--- src/rtl/alu_issue_stage.sv ---
// Decode/issue stage feeding the 32-bit ALU: RV32I ALU-class decode into registered
// {alu_a, alu_b, alu_op} behind a main + skid buffer with a registered in_ready.
module alu_issue_stage #(
    parameter int unsigned ILL_CNT_W = 16
) (
    input  logic                 clk,
    input  logic                 rst,
    input  logic                 in_valid,
    output logic                 in_ready,
    input  logic [31:0]          instr,
    input  logic [31:0]          rs1_data,
    input  logic [31:0]          rs2_data,
    output logic                 out_valid,
    input  logic                 out_ready,
    output logic [31:0]          alu_a,
    output logic [31:0]          alu_b,
    output logic [3:0]           alu_op,
    output logic [4:0]           rd,
    output logic                 illegal,
    output logic [ILL_CNT_W-1:0] ill_count
);

    localparam logic [6:0] OpcOp    = 7'b0110011;
    localparam logic [6:0] OpcOpImm = 7'b0010011;
    localparam logic [6:0] OpcLui   = 7'b0110111;
    localparam logic [6:0] F7Zero   = 7'b0000000;
    localparam logic [6:0] F7Alt    = 7'b0100000;

    localparam logic [3:0] AluAdd  = 4'b0000;
    localparam logic [3:0] AluSub  = 4'b0001;
    localparam logic [3:0] AluAnd  = 4'b0010;
    localparam logic [3:0] AluOr   = 4'b0011;
    localparam logic [3:0] AluXor  = 4'b0100;
    localparam logic [3:0] AluSll  = 4'b0101;
    localparam logic [3:0] AluSrl  = 4'b0110;
    localparam logic [3:0] AluSra  = 4'b0111;
    localparam logic [3:0] AluSlt  = 4'b1000;
    localparam logic [3:0] AluSltu = 4'b1001;
    localparam logic [3:0] AluNop  = 4'b1111;

    typedef struct packed {
        logic [31:0] a;
        logic [31:0] b;
        logic [3:0]  op;
        logic [4:0]  rd;
        logic        ill;
    } entry_t;

    localparam entry_t ResetEntry = '{a: 32'd0, b: 32'd0, op: AluNop, rd: 5'd0, ill: 1'b0};
    localparam entry_t IllEntry   = '{a: 32'd0, b: 32'd0, op: AluNop, rd: 5'd0, ill: 1'b1};

    logic [6:0]  w_opc;
    logic [2:0]  w_f3;
    logic [6:0]  w_f7;
    logic [31:0] w_imm;
    logic [31:0] w_shamt;
    logic        w_unused_rs1_idx;

    logic [31:0] w_a;
    logic [31:0] w_b;
    logic [3:0]  w_op;
    logic        w_ok;
    entry_t      w_dec;

    entry_t                r_main;
    entry_t                r_skid;
    logic                  r_main_valid;
    logic                  r_skid_valid;
    logic                  r_in_ready;
    logic [ILL_CNT_W-1:0]  r_ill_cnt;

    entry_t w_main_d;
    entry_t w_skid_d;
    logic   w_main_valid_d;
    logic   w_skid_valid_d;
    logic   w_in_fire;
    logic   w_main_free;

    assign w_opc   = instr[6:0];
    assign w_f3    = instr[14:12];
    assign w_f7    = instr[31:25];
    assign w_imm   = {{20{instr[31]}}, instr[31:20]};
    assign w_shamt = {27'd0, instr[24:20]};
    // Register indices are resolved upstream; only the data arrives here.
    assign w_unused_rs1_idx = ^instr[19:15];

    always_comb begin
        w_a  = 32'd0;
        w_b  = 32'd0;
        w_op = AluNop;
        w_ok = 1'b0;
        unique case (w_opc)
            OpcOp: begin
                w_a = rs1_data;
                w_b = rs2_data;
                if (w_f7 == F7Zero) begin
                    w_ok = 1'b1;
                    unique case (w_f3)
                        3'b000: w_op = AluAdd;
                        3'b001: w_op = AluSll;
                        3'b010: w_op = AluSlt;
                        3'b011: w_op = AluSltu;
                        3'b100: w_op = AluXor;
                        3'b101: w_op = AluSrl;
                        3'b110: w_op = AluOr;
                        default: w_op = AluAnd;
                    endcase
                end else if (w_f7 == F7Alt && w_f3 == 3'b000) begin
                    w_ok = 1'b1;
                    w_op = AluSub;
                end else if (w_f7 == F7Alt && w_f3 == 3'b101) begin
                    w_ok = 1'b1;
                    w_op = AluSra;
                end
            end
            OpcOpImm: begin
                w_a  = rs1_data;
                w_b  = w_imm;
                w_ok = 1'b1;
                unique case (w_f3)
                    3'b000: w_op = AluAdd;
                    3'b010: w_op = AluSlt;
                    3'b011: w_op = AluSltu;
                    3'b100: w_op = AluXor;
                    3'b110: w_op = AluOr;
                    3'b111: w_op = AluAnd;
                    3'b001: begin
                        w_b  = w_shamt;
                        w_op = AluSll;
                        w_ok = (w_f7 == F7Zero);
                    end
                    default: begin
                        w_b  = w_shamt;
                        w_op = (w_f7 == F7Alt) ? AluSra : AluSrl;
                        w_ok = (w_f7 == F7Zero) || (w_f7 == F7Alt);
                    end
                endcase
            end
            OpcLui: begin
                w_b  = {instr[31:12], 12'd0};
                w_op = AluAdd;
                w_ok = 1'b1;
            end
            default: w_ok = 1'b0;
        endcase
    end

    assign w_dec = w_ok ? '{a: w_a, b: w_b, op: w_op, rd: instr[11:7], ill: 1'b0} : IllEntry;

    assign w_in_fire   = in_valid && r_in_ready;
    assign w_main_free = !r_main_valid || out_ready;

    always_comb begin
        w_main_d       = r_main;
        w_main_valid_d = r_main_valid;
        w_skid_d       = r_skid;
        w_skid_valid_d = r_skid_valid;
        if (w_main_free) begin
            if (r_skid_valid) begin
                // Skid is older than any new arrival, so it must go first.
                w_main_d       = r_skid;
                w_main_valid_d = 1'b1;
                w_skid_valid_d = w_in_fire;
                if (w_in_fire) begin
                    w_skid_d = w_dec;
                end
            end else if (w_in_fire) begin
                w_main_d       = w_dec;
                w_main_valid_d = 1'b1;
            end else begin
                w_main_valid_d = 1'b0;
            end
        end else if (w_in_fire) begin
            w_skid_d       = w_dec;
            w_skid_valid_d = 1'b1;
        end
    end

    always_ff @(posedge clk) begin
        if (rst) begin
            r_main       <= ResetEntry;
            r_skid       <= ResetEntry;
            r_main_valid <= 1'b0;
            r_skid_valid <= 1'b0;
            r_in_ready   <= 1'b1;
            r_ill_cnt    <= '0;
        end else begin
            r_main       <= w_main_d;
            r_skid       <= w_skid_d;
            r_main_valid <= w_main_valid_d;
            r_skid_valid <= w_skid_valid_d;
            r_in_ready   <= !w_skid_valid_d;
            if (w_in_fire && w_dec.ill && (r_ill_cnt != '1)) begin
                r_ill_cnt <= r_ill_cnt + 1'b1;
            end
        end
    end

    assign in_ready  = r_in_ready;
    assign out_valid = r_main_valid;
    assign alu_a     = r_main.a;
    assign alu_b     = r_main.b;
    assign alu_op    = r_main.op;
    assign rd        = r_main.rd;
    assign illegal   = r_main.ill;
    assign ill_count = r_ill_cnt;

endmodule

--- config.mk ---
export PLATFORM = sky130hd
export DESIGN_NAME = alu_issue_stage
export DESIGN_NICKNAME = d
export VERILOG_FILES = /design/src/rtl/alu_issue_stage.sv
export SDC_FILE = /design/constraint.sdc
export NUM_CORES = 1
export LEC_CHECK = 0
export ABC_AREA = 1
export BUFFER_PORTS_ARGS = -buffer_cell sky130_fd_sc_hd__buf_2
export CAP_MARGIN = 10
export CORE_UTILIZATION = 40
export DETAILED_ROUTE_END_ITERATION = 12
export HOLD_SLACK_MARGIN = 0.08
export MAX_ROUTING_LAYER = met4
export PLACE_DENSITY = 0.69
export SKIP_LAST_GASP = 1
export SLEW_MARGIN = 30
export SYNTH_ARGS = -nofsm -noshare
export SYNTH_HDL_FRONTEND = slang
export SYNTH_SLANG_ARGS = --single-unit
export TNS_END_PERCENT = 10
--- constraint.sdc ---
create_clock -name clk -period 2.53 [get_ports clk]
set_clock_uncertainty 0.2 [all_clocks]
set_input_delay 0.506 -clock clk [delete_from_list [all_inputs] [get_ports clk]]
set_output_delay 0.506 -clock clk [all_outputs]
set_load 0.005 [all_outputs]
==> flow_summary.ini, run 1 <==
[worst_hold_path]
hp-class = in -> reg

[drt]
detail_route.wl_per_cell_um = 13.2
drt_iter0_markers = 467
route.detailed.drc = 0
viasPerCell = 4.88
ant_nets = 0
vias = 8211
routed_wl_um = 22200
first_pass_iters = 6

[placed_design]
pre_cts_slack_ns = 0.176
hpwl_um = 15000
io_buffer_count = 191
gp_congestion = 0.838

[sta]
slew_viol_final = 0
tightestPinTransition_ns = 0.839
finalHoldViolations = 0
setup_violations = 0
rsz0062_at_grt = false
setup_tns_ns = 0
worst_slack_ns = 0.528
post-route-period-util = 0.791
fin_crit_ns = 2.00
fmax_ghz = 0.499
slew_headroom = 0.441

[critical_path]
crit_path_max_fanout = 16
end_kind = register
reg2reg_slack_ns = 0.53
critPathKind = reg -> reg
crit_required_ns = 2.70
cp.arrival_ns = 2.17
critPathLaunchType = register

[clock_tree]
cts_tree = built
cts-htree-levels = 4
cts_hold_buffers = 0
cts_buffer_depth = 2
cts_root_buffer = clkbuf_16
cts_buffers = 17
cts_resized = 0
post_cts_buffers = 0
clk_latency_ns = 0.43
clock_sinks = 167
clkSlewWorstSetupHoldPaths_ns = 0.07

[run_status]
status = complete, no violations

[job]
cap_violations = 0

[synthesis]
ys_ff_latch = 167
synth_area_per_cell_um2 = 6.44
syn_nets = 1351
synthesis.area_um2 = 8050
synth_seq_area_share = 0.415
syn_inst = 1250
synth_warnings = 0
ys_types = 30

[pwr]
p_leak_nw = 4.86
power.density_nw_per_um2 = 596
peakVddDrop_mv = 0.484

[final_layout]
area_growth_pct = 22.6
drive_above_1_share = 0.196
fillers = 2015
final-seq-area_um2 = 3340
nNetsFinal = 1503
multi_input_area_um2 = 4130

[grt]
first_global_vias = 7083
grt-ovfl-total = 0
antenna_found_initial = 1
grt_pass1_wl_um = 35300
grtUsageTotal = 0.223
grt_max_degree = 86

[die]
core_region_area_um2 = 19600
dieWidth_um = 144
boundaryPins = 192
die_y_um = 144
start_util = 0.411
row_count = 51
die-area_um2 = 20700
## report_power, final
group | internal, W | total (W) | switching (W)
logic | 0.000210 | 0.000569 | 0.000359
registers | 0.00272 | 0.00277 | 0.0000461
clock network | 0.00143 | 0.00254 | 0.00110
## metrics by stage
step / instance area, um^2 / util / cells / hold slack, ns / total power (W)
floorplan: 8050 / - / 1250 / 0.235 / 0.00316
global placement: 9290 / 0.474 / 1648 / 0.247 / 0.00339
detailed placement: 9290 / 0.474 / 1648 / 0.250 / 0.00340
CTS: 9860 / 0.503 / 1680 / 0.134 / 0.00593
global route: 9870 / 0.504 / 1681 / 0.142 / 0.00613
finish: 9870 / 0.504 / 1681 / 0.151 / 0.00588
## per-layer routing
metal | track usage | up-vias | wire length, um
li1 | - | 4277 | -
met1 | 0.296 | 3663 | 10300
met2 | 0.345 | 250 | 10300
met3 | 0.0447 | 21 | 1340
met4 | 0.0588 | 0 | 259
met5 | - | - | 0
## worst paths after layout
kind,startpoint,to,cells past startpoint
worst max-delay path,ill_count[0]$_SDFFE_PP0P_,ill_count[1]$_SDFFE_PP0P_,9
worst min-delay path,instr[11],r_skid[5]$_SDFFE_PP0P_,3
worst max register to register,ill_count[0]$_SDFFE_PP0P_,ill_count[1]$_SDFFE_PP0P_,9
worst min register to register,alu_b[31]$_SDFFE_PP0P_,alu_b[31]$_SDFFE_PP0P_,2
## synthesized netlist by cell type
| cell | n | share of area |
|---|---|---|
| a21oi_1 | 172 | 0.11 |
| a41oi_2 | 1 | 0.0020 |
| buf_1 | 1 | 0.00047 |
| buf_2 | 8 | 0.0050 |
| buf_4 | 2 | 0.0019 |
| buf_6 | 6 | 0.0084 |
| buf_8 | 1 | 0.0019 |
| clkbuf_1 | 68 | 0.032 |
| dfxtp_1 | 167 | 0.42 |
| ha_1 | 1 | 0.0016 |
| inv_1 | 49 | 0.023 |
| inv_2 | 4 | 0.0019 |
| inv_4 | 1 | 0.00078 |
| nand2_1 | 397 | 0.19 |
| nand2_2 | 14 | 0.011 |
| nand3_1 | 48 | 0.030 |
| nand3_2 | 1 | 0.0012 |
| nand3b_1 | 1 | 0.00093 |
| nand4_1 | 1 | 0.00078 |
| nor2_1 | 197 | 0.092 |
| nor2_2 | 1 | 0.00078 |
| nor2_4 | 2 | 0.0028 |
| nor3_1 | 3 | 0.0019 |
| nor3_2 | 1 | 0.0012 |
| nor3b_1 | 1 | 0.00093 |
| nor3b_2 | 1 | 0.0016 |
| o21ai_0 | 86 | 0.053 |
| o21ai_1 | 1 | 0.00062 |
| xnor2_1 | 6 | 0.0065 |
| xor2_1 | 8 | 0.0087 |
## sequential cells by signal, summed over array words and instances (netlist names)
register / count
rd: 5
ill_count: 16
out_valid: 1
alu_a: 32
illegal: 1
alu_op: 4
r_skid_valid: 1
alu_b: 32
r_skid: 74
in_ready: 1
## cell usage in the layout, fill, tap and decap left out, drive strengths merged
| cell | instances |
|---|---|
| nand3b | 1 |
| clkbuf | 22 |
| clkinv | 1 |
| inv | 55 |
| nand2 | 411 |
| ha | 1 |
| o21ai | 87 |
| nand4 | 1 |
| clkinvlp | 7 |
| a41oi | 1 |
| nor3b | 2 |
| buf | 219 |
| dfxtp | 167 |
| nor3 | 4 |
| a21oi | 172 |
| nand3 | 49 |
| diode | 1 |
| bufinv | 1 |
| xor2 | 8 |
| nor2 | 200 |
| xnor2 | 6 |
## layout make-up
| type | count | share of cell area |
|---|---|---|
| antenna | 1 | 0.000254 |
| clock inverter | 10 | 0.00977 |
| multi-input combinational | 943 | 0.419 |
| tap | 265 | 0.0336 |
| inverter | 54 | 0.0211 |
| timing repair buffer | 219 | 0.130 |
| clock buffer | 22 | 0.0481 |
| sequential | 167 | 0.339 |
## kinds of logic after synthesis
| group | after synthesis | synth area share |
|---|---|---|
| buf+inv | 140 | 0.0748 |
| flops | 167 | 0.415 |
| compound gates | 260 | 0.163 |
| fa+ha+maj | 1 | 0.00155 |
| xor+xnor | 14 | 0.0152 |
| simple gates | 668 | 0.330 |
## worst max-delay path, cell delays in order, from the launching register on
cell     delay (ns)
dfxtp_1        0.40
ha_1           0.21
nand2_1        0.09
nor2_2         0.17
nand2_1        0.13
inv_1          0.08
a41oi_2        0.11
nand2_2        0.30
nand2_1        0.11
a21oi_1        0.13
(Power assumes the default switching activity.)
==> run 2, diff against run 1 <==
--- a/config.mk
+++ b/config.mk
@@ -12,7 +12,7 @@
 export DETAILED_ROUTE_END_ITERATION = 12
 export HOLD_SLACK_MARGIN = 0.08
 export MAX_ROUTING_LAYER = met4
-export PLACE_DENSITY = 0.69
+export PLACE_DENSITY = 0.72
 export SKIP_LAST_GASP = 1
 export SLEW_MARGIN = 30
 export SYNTH_ARGS = -nofsm -noshare
==> constraint.sdc (replaced) <==
create_clock -name clk -period 1.6 [get_ports clk]
set_clock_uncertainty 0.2 [all_clocks]
set_input_delay 0.32 -clock clk [delete_from_list [all_inputs] [get_ports clk]]
set_output_delay 0.32 -clock clk [all_outputs]
set_load 0.005 [all_outputs]
==> run 2 against run 1 <==
  * The run now ends with setup timing left
  * Clock power increased by 61%
  * First-iteration DRC count rose by 28%
  * Flip-flop and latch count is the same
  * Power grew 64%
  * Final area is 13% higher
  * Register-to-register slack got worse by 0.66 ns
  * Non-clock buffer count grew 106
  * Final cell count up 6.2%
  * Combinational power up 110%
==> flow_summary.ini, run 2 (synthesis results as in run 1) <==
[grt]
grt_pass1_wl_um = 40200
first_global_vias = 8141
grt_max_degree = 86
grtUsageTotal = 0.252
antenna_found_initial = 0
grt-ovfl-total = 0

[clock_tree]
cts_buffers = 17
clock_sinks = 167
clk_latency_ns = 0.42
cts_buffer_depth = 2
cts_root_buffer = clkbuf_16
cts_tree = built
cts-htree-levels = 4
clkSlewWorstSetupHoldPaths_ns = 0.07

[pwr]
p_total_w = 0.00963
power.density_nw_per_um2 = 864
p_leak_nw = 5.49
peakVddDrop_mv = 0.853

[final_layout]
diodes = 0
fin_util = 0.569
drive_above_1_share = 0.255
nNetsFinal = 1609
final_common_cell = nand2_1
design_area_um2 = 11200
largest_reg_flops = 74
largest-register = r_skid
area_growth_pct = 38.6
mostFrequentLayoutCells = nand2_1 (384), nor2_1 (190), buf_2 (190), a21oi_1 (164), dfxtp_1 (163)

[placed_design]
hpwl_um = 15500
gp_congestion = 0.928
post_dp_cell_area_um2 = 9840
io_buffer_count = 191
pre_cts_slack_ns = -0.445

[critical_path]
end_kind = register
crit_start = ill_count[1]$_SDFFE_PP0P_
crit_path_max_fanout = 8
critPathLaunchType = register
crit_required_ns = 1.75
cp.arrival_ns = 1.88
timing.rr.start = ill_count[1]$_SDFFE_PP0P_
critPathKind = reg -> reg

[drt]
routed_wl_um = 25300
viasPerCell = 4.96
drt_iter0_markers = 600
detail_route.wl_per_cell_um = 14.2
vias = 8859
route.detailed.drc = 0
first_pass_iters = 5
ant_nets = 0

[worst_hold_path]
hp-class = in -> reg
holdCritStartpoint = rs2_data[2]

[run_status]
status = finished, violations left
violations = setup timing

[sta]
finalHoldViolations = 0
slew_headroom = 0.730
slew_viol_final = 0
worst_slack_ns = -0.135
tightestPinTransition_ns = 0.405
rsz0062_at_grt = true
setup_violations = 46
post-route-period-util = 1.08
fin_crit_ns = 1.74
fmax_ghz = 0.576
setup_tns_ns = -2.37

[die]
dieWidth_um = 144
die_y_um = 144
core_region_area_um2 = 19600
die-area_um2 = 20700
start_util = 0.411
row_count = 51
boundaryPins = 192

[job]
cap_violations = 0
-- run 2: changes by cell type in the layout (fill, tap and decap cells not counted), moves of 7 or more --
cell and change:
nand2_1 -13, a21oi_1 -7, dlygate4sd3_1 +39, nand2_2 +11
nand3_2 +7, a21oi_2 +7, nand3_1 -7, buf_4 +49
-- run 2: metrics by stage --
| stage | hold WS (ns) | std cells |
|---|---|---|
| 5_1_grt | 0.0969 | 1785 |
| 3_3_place_gp | 0.243 | 1701 |
| 3_5_place_dp | 0.251 | 1701 |
| 4_1_cts | 0.0802 | 1781 |
| 2_1_floorplan | 0.235 | 1250 |
| 6_report | 0.0883 | 1785 |
-- run 2: worst paths after layout --
| check | end | slack (ns) | depth (start not counted) |
|---|---|---|---|
| max | ill_count[13]$_SDFFE_PP0P_ | -0.14 | 10 |
| min | r_skid[12]$_SDFFE_PP0P_ | 0.09 | 5 |
| max reg2reg | ill_count[13]$_SDFFE_PP0P_ | -0.14 | 10 |
| min reg2reg | alu_a[2]$_SDFFE_PP0P_ | 0.26 | 2 |
-- run 2: final cells by class --
class	instances	area [um^2]
Timing Repair Buffer	325	2390
Multi-Input combinational cell	943	4310
Fill cell	1870	8430
Clock buffer	21	450
Inverter	54	208
Clock inverter	10	124
Sequential cell	167	3350
Tap cell	265	332
-- run 2: where the power goes --
| part | internal, W | leakage (nW) | total (W) | switching, W |
|---|---|---|---|---|
| registers | 0.00431 | 1.36 | 0.00438 | 0.0000728 |
| clock network | 0.00235 | 0.274 | 0.00408 | 0.00173 |
| logic | 0.000518 | 3.86 | 0.00118 | 0.000657 |
| total | 0.00717 | 5.49 | 0.00963 | 0.00246 |
-- run 2: timing repair --
action / 4_1_cts / 5_1_grt
hold buffers: 39 / 0
cloned: 4 / 3
pin swaps: 5 / 22
resized for setup: 22 / 28
setup buffers: 6 / 3
hold endpoints to repair: 44 / 0
setup endpoints to repair: 112 / 166
-- run 2: routing by layer --
layer  track usage  wire (um)  up-vias
li1              -          -     4487
met3        0.0370       1320       31
met5             -          0        -
met1         0.326      11500     4048
met2         0.407      12200      293
met4        0.0700        336        0
-- run 2: critical path: stages (launching register included) --
cell     delay [ns]
dfxtp_2        0.33
ha_4           0.17
nand2_4        0.07
nor2_4         0.04
nand2_2        0.06
inv_2          0.04
a41oi_4        0.24
buf_6          0.15
buf_8          0.14
nand3_1        0.08
a21oi_1        0.13
==> run 3, diff against run 2 <==
==> constraint.sdc (replaced) <==
create_clock -name clk -period 1.6 [get_ports clk]
set_clock_uncertainty 0.2 [all_clocks]
set_input_delay 0.32 -clock clk [delete_from_list [all_inputs] [get_ports clk]]
set_output_delay 0.32 -clock clk [all_outputs]
set_load 0.01 [all_outputs]
==> run 3 against run 2 <==
  * The run still ends with setup timing left
  * Flip-flop and latch count did not move
  * Register-to-register slack improved by 0.02 ns
  * Sequential power barely moved
  * Non-clock buffer count rose by 19
  * Die area did not move
  * First-iteration DRC count fell by 19%
  * Wire length rose by 2.1%
  * Hold slack improved by 0.0010 ns
  * Power rose by 1.3%
  * Final area rose by 3.2%
  * Clock power barely moved
  * Combinational power rose by 10%
  * Critical path type unchanged
==> flow_summary.ini, run 3 (synthesis results as in run 1) <==
[run_status]
status = finished, violations left
violations = setup timing

[critical_path]
reg2reg_slack_ns = -0.12
crit_path_max_fanout = 16
crit_required_ns = 1.70
timing.rr.start = ill_count[0]$_SDFFE_PP0P_
cp.arrival_ns = 1.82
reg2regPathDepth = 10
critPathLaunchType = register
end_kind = register
critPathKind = reg -> reg
endpoint = ill_count[10]$_SDFFE_PP0P_
crit_start = ill_count[0]$_SDFFE_PP0P_
r2r_end = ill_count[10]$_SDFFE_PP0P_

[die]
die_y_um = 144
core_region_area_um2 = 19600
die-area_um2 = 20700
dieWidth_um = 144
start_util = 0.411
boundaryPins = 192
row_count = 51

[job]
cap_violations = 0

[grt]
grt_pass1_wl_um = 38700
grtUsageTotal = 0.243
grt_max_degree = 81
antenna_found_initial = 0
first_global_vias = 8121
grt-ovfl-total = 0

[final_layout]
nNetsFinal = 1628
area_growth_pct = 43.1
diodes = 0
fillers = 1869
multi_input_area_um2 = 4330
mostFrequentLayoutCells = nand2_1 (392), nor2_1 (191), buf_2 (190), dfxtp_1 (164), a21oi_1 (155)
largest_reg_flops = 74
fin_util = 0.588
final_common_cell = nand2_1
drive_above_1_share = 0.263
largest-register = r_skid
final-seq-area_um2 = 3350

[sta]
setup_tns_ns = -3.10
rsz0062_at_grt = true
slew_viol_final = 0
slew_headroom = 0.714
worst_slack_ns = -0.119
finalHoldViolations = 0
fin_crit_ns = 1.72
setup_violations = 57
fmax_ghz = 0.582
worst_hold_slack_ns = 0.0893
post-route-period-util = 1.07
tightestPinTransition_ns = 0.429

[clock_tree]
cts_root_buffer = clkbuf_16
clock_sinks = 167
cts_tree = built
cts_buffers = 17
clk_latency_ns = 0.43
cts_buffer_depth = 2
clkSlewWorstSetupHoldPaths_ns = 0.06
cts-htree-levels = 4

[drt]
drt_iter0_markers = 485
routed_wl_um = 25900
route.detailed.drc = 0
detail_route.wl_per_cell_um = 14.3
vias = 9036
viasPerCell = 5.01
first_pass_iters = 5
ant_nets = 0

[placed_design]
io_buffer_count = 191
pre_cts_slack_ns = -0.442
gp_congestion = 0.916
hpwl_um = 16100

[worst_hold_path]
hp-class = in -> reg

[pwr]
peakVddDrop_mv = 0.722
p_leak_nw = 5.63
power.density_nw_per_um2 = 847
## run 3: repair_timing
action | CTS | global route
endpoints found under the hold margin | 44 | 0
setup buffers | 0 | 10
endpoints found under the setup margin | 98 | 170
gates resized for setup | 2 | 56
cloned | 0 | 12
hold buffers | 40 | 0
pin swaps | 0 | 11
## run 3: critical path, cell delays in order, from the launching register on
cell     delay [ns]
dfxtp_4        0.35
ha_4           0.16
nand2_4        0.08
nor2_4         0.04
nand2_2        0.07
inv_2          0.05
a41oi_4        0.23
nand2_2        0.11
buf_12         0.17
nand2_1        0.08
a21oi_2        0.05
## run 3: layout make-up
| class | count | share of cell area |
|---|---|---|
| multi-input cells | 943 | 0.376 |
| clock inverters | 8 | 0.00848 |
| repair buffers | 344 | 0.236 |
| well taps | 265 | 0.0288 |
| clock buffers | 23 | 0.0415 |
| flip-flops and latches | 167 | 0.291 |
| inverters | 54 | 0.0183 |
## run 3: worst min-delay path by stage
| stage | from | end | cells past startpoint |
|---|---|---|---|
| 6_report | rs2_data[18] | r_skid[28]$_SDFFE_PP0P_ | 5 |
| 5_1_grt | rs2_data[3] | r_skid[13]$_SDFFE_PP0P_ | 5 |
| 4_1_cts | rs2_data[3] | r_skid[13]$_SDFFE_PP0P_ | 5 |
| 3_5_place_dp | r_skid[7]$_SDFFE_PP1P_ | r_skid[7]$_SDFFE_PP1P_ | 2 |
| 3_3_place_gp | r_skid[7]$_SDFFE_PP1P_ | r_skid[7]$_SDFFE_PP1P_ | 2 |
| 2_1_floorplan | r_skid[6]$_SDFFE_PP1P_ | r_skid[6]$_SDFFE_PP1P_ | 2 |
## run 3: routing by layer
layer / GRT usage / share of wire / vias to the layer above
li1: - / - / 4532
met1: 0.297 / 0.43 / 4148
met2: 0.399 / 0.48 / 304
met3: 0.0450 / 0.065 / 52
met4: 0.0834 / 0.022 / 0
met5: - / 0 / -
## run 3: where the power goes
| part | total, W | internal, W | switching [W] |
|---|---|---|---|
| Combinational | 0.00130 | 0.000599 | 0.000705 |
| Sequential | 0.00438 | 0.00431 | 0.0000780 |
| Clock | 0.00407 | 0.00241 | 0.00166 |
| Total | 0.00976 | 0.00731 | 0.00245 |
## run 3: through the flow
| step | std cells | cell area (um^2) | total power, W |
|---|---|---|---|
| 4_1_cts | 1782 | 11000 | 0.00966 |
| 6_report | 1804 | 11500 | 0.00976 |
| 3_5_place_dp | 1711 | 10000 | 0.00553 |
| 5_1_grt | 1804 | 11500 | 0.0102 |
| 2_1_floorplan | 1250 | 8140 | 0.00503 |
| 3_3_place_gp | 1711 | 10000 | 0.00551 |
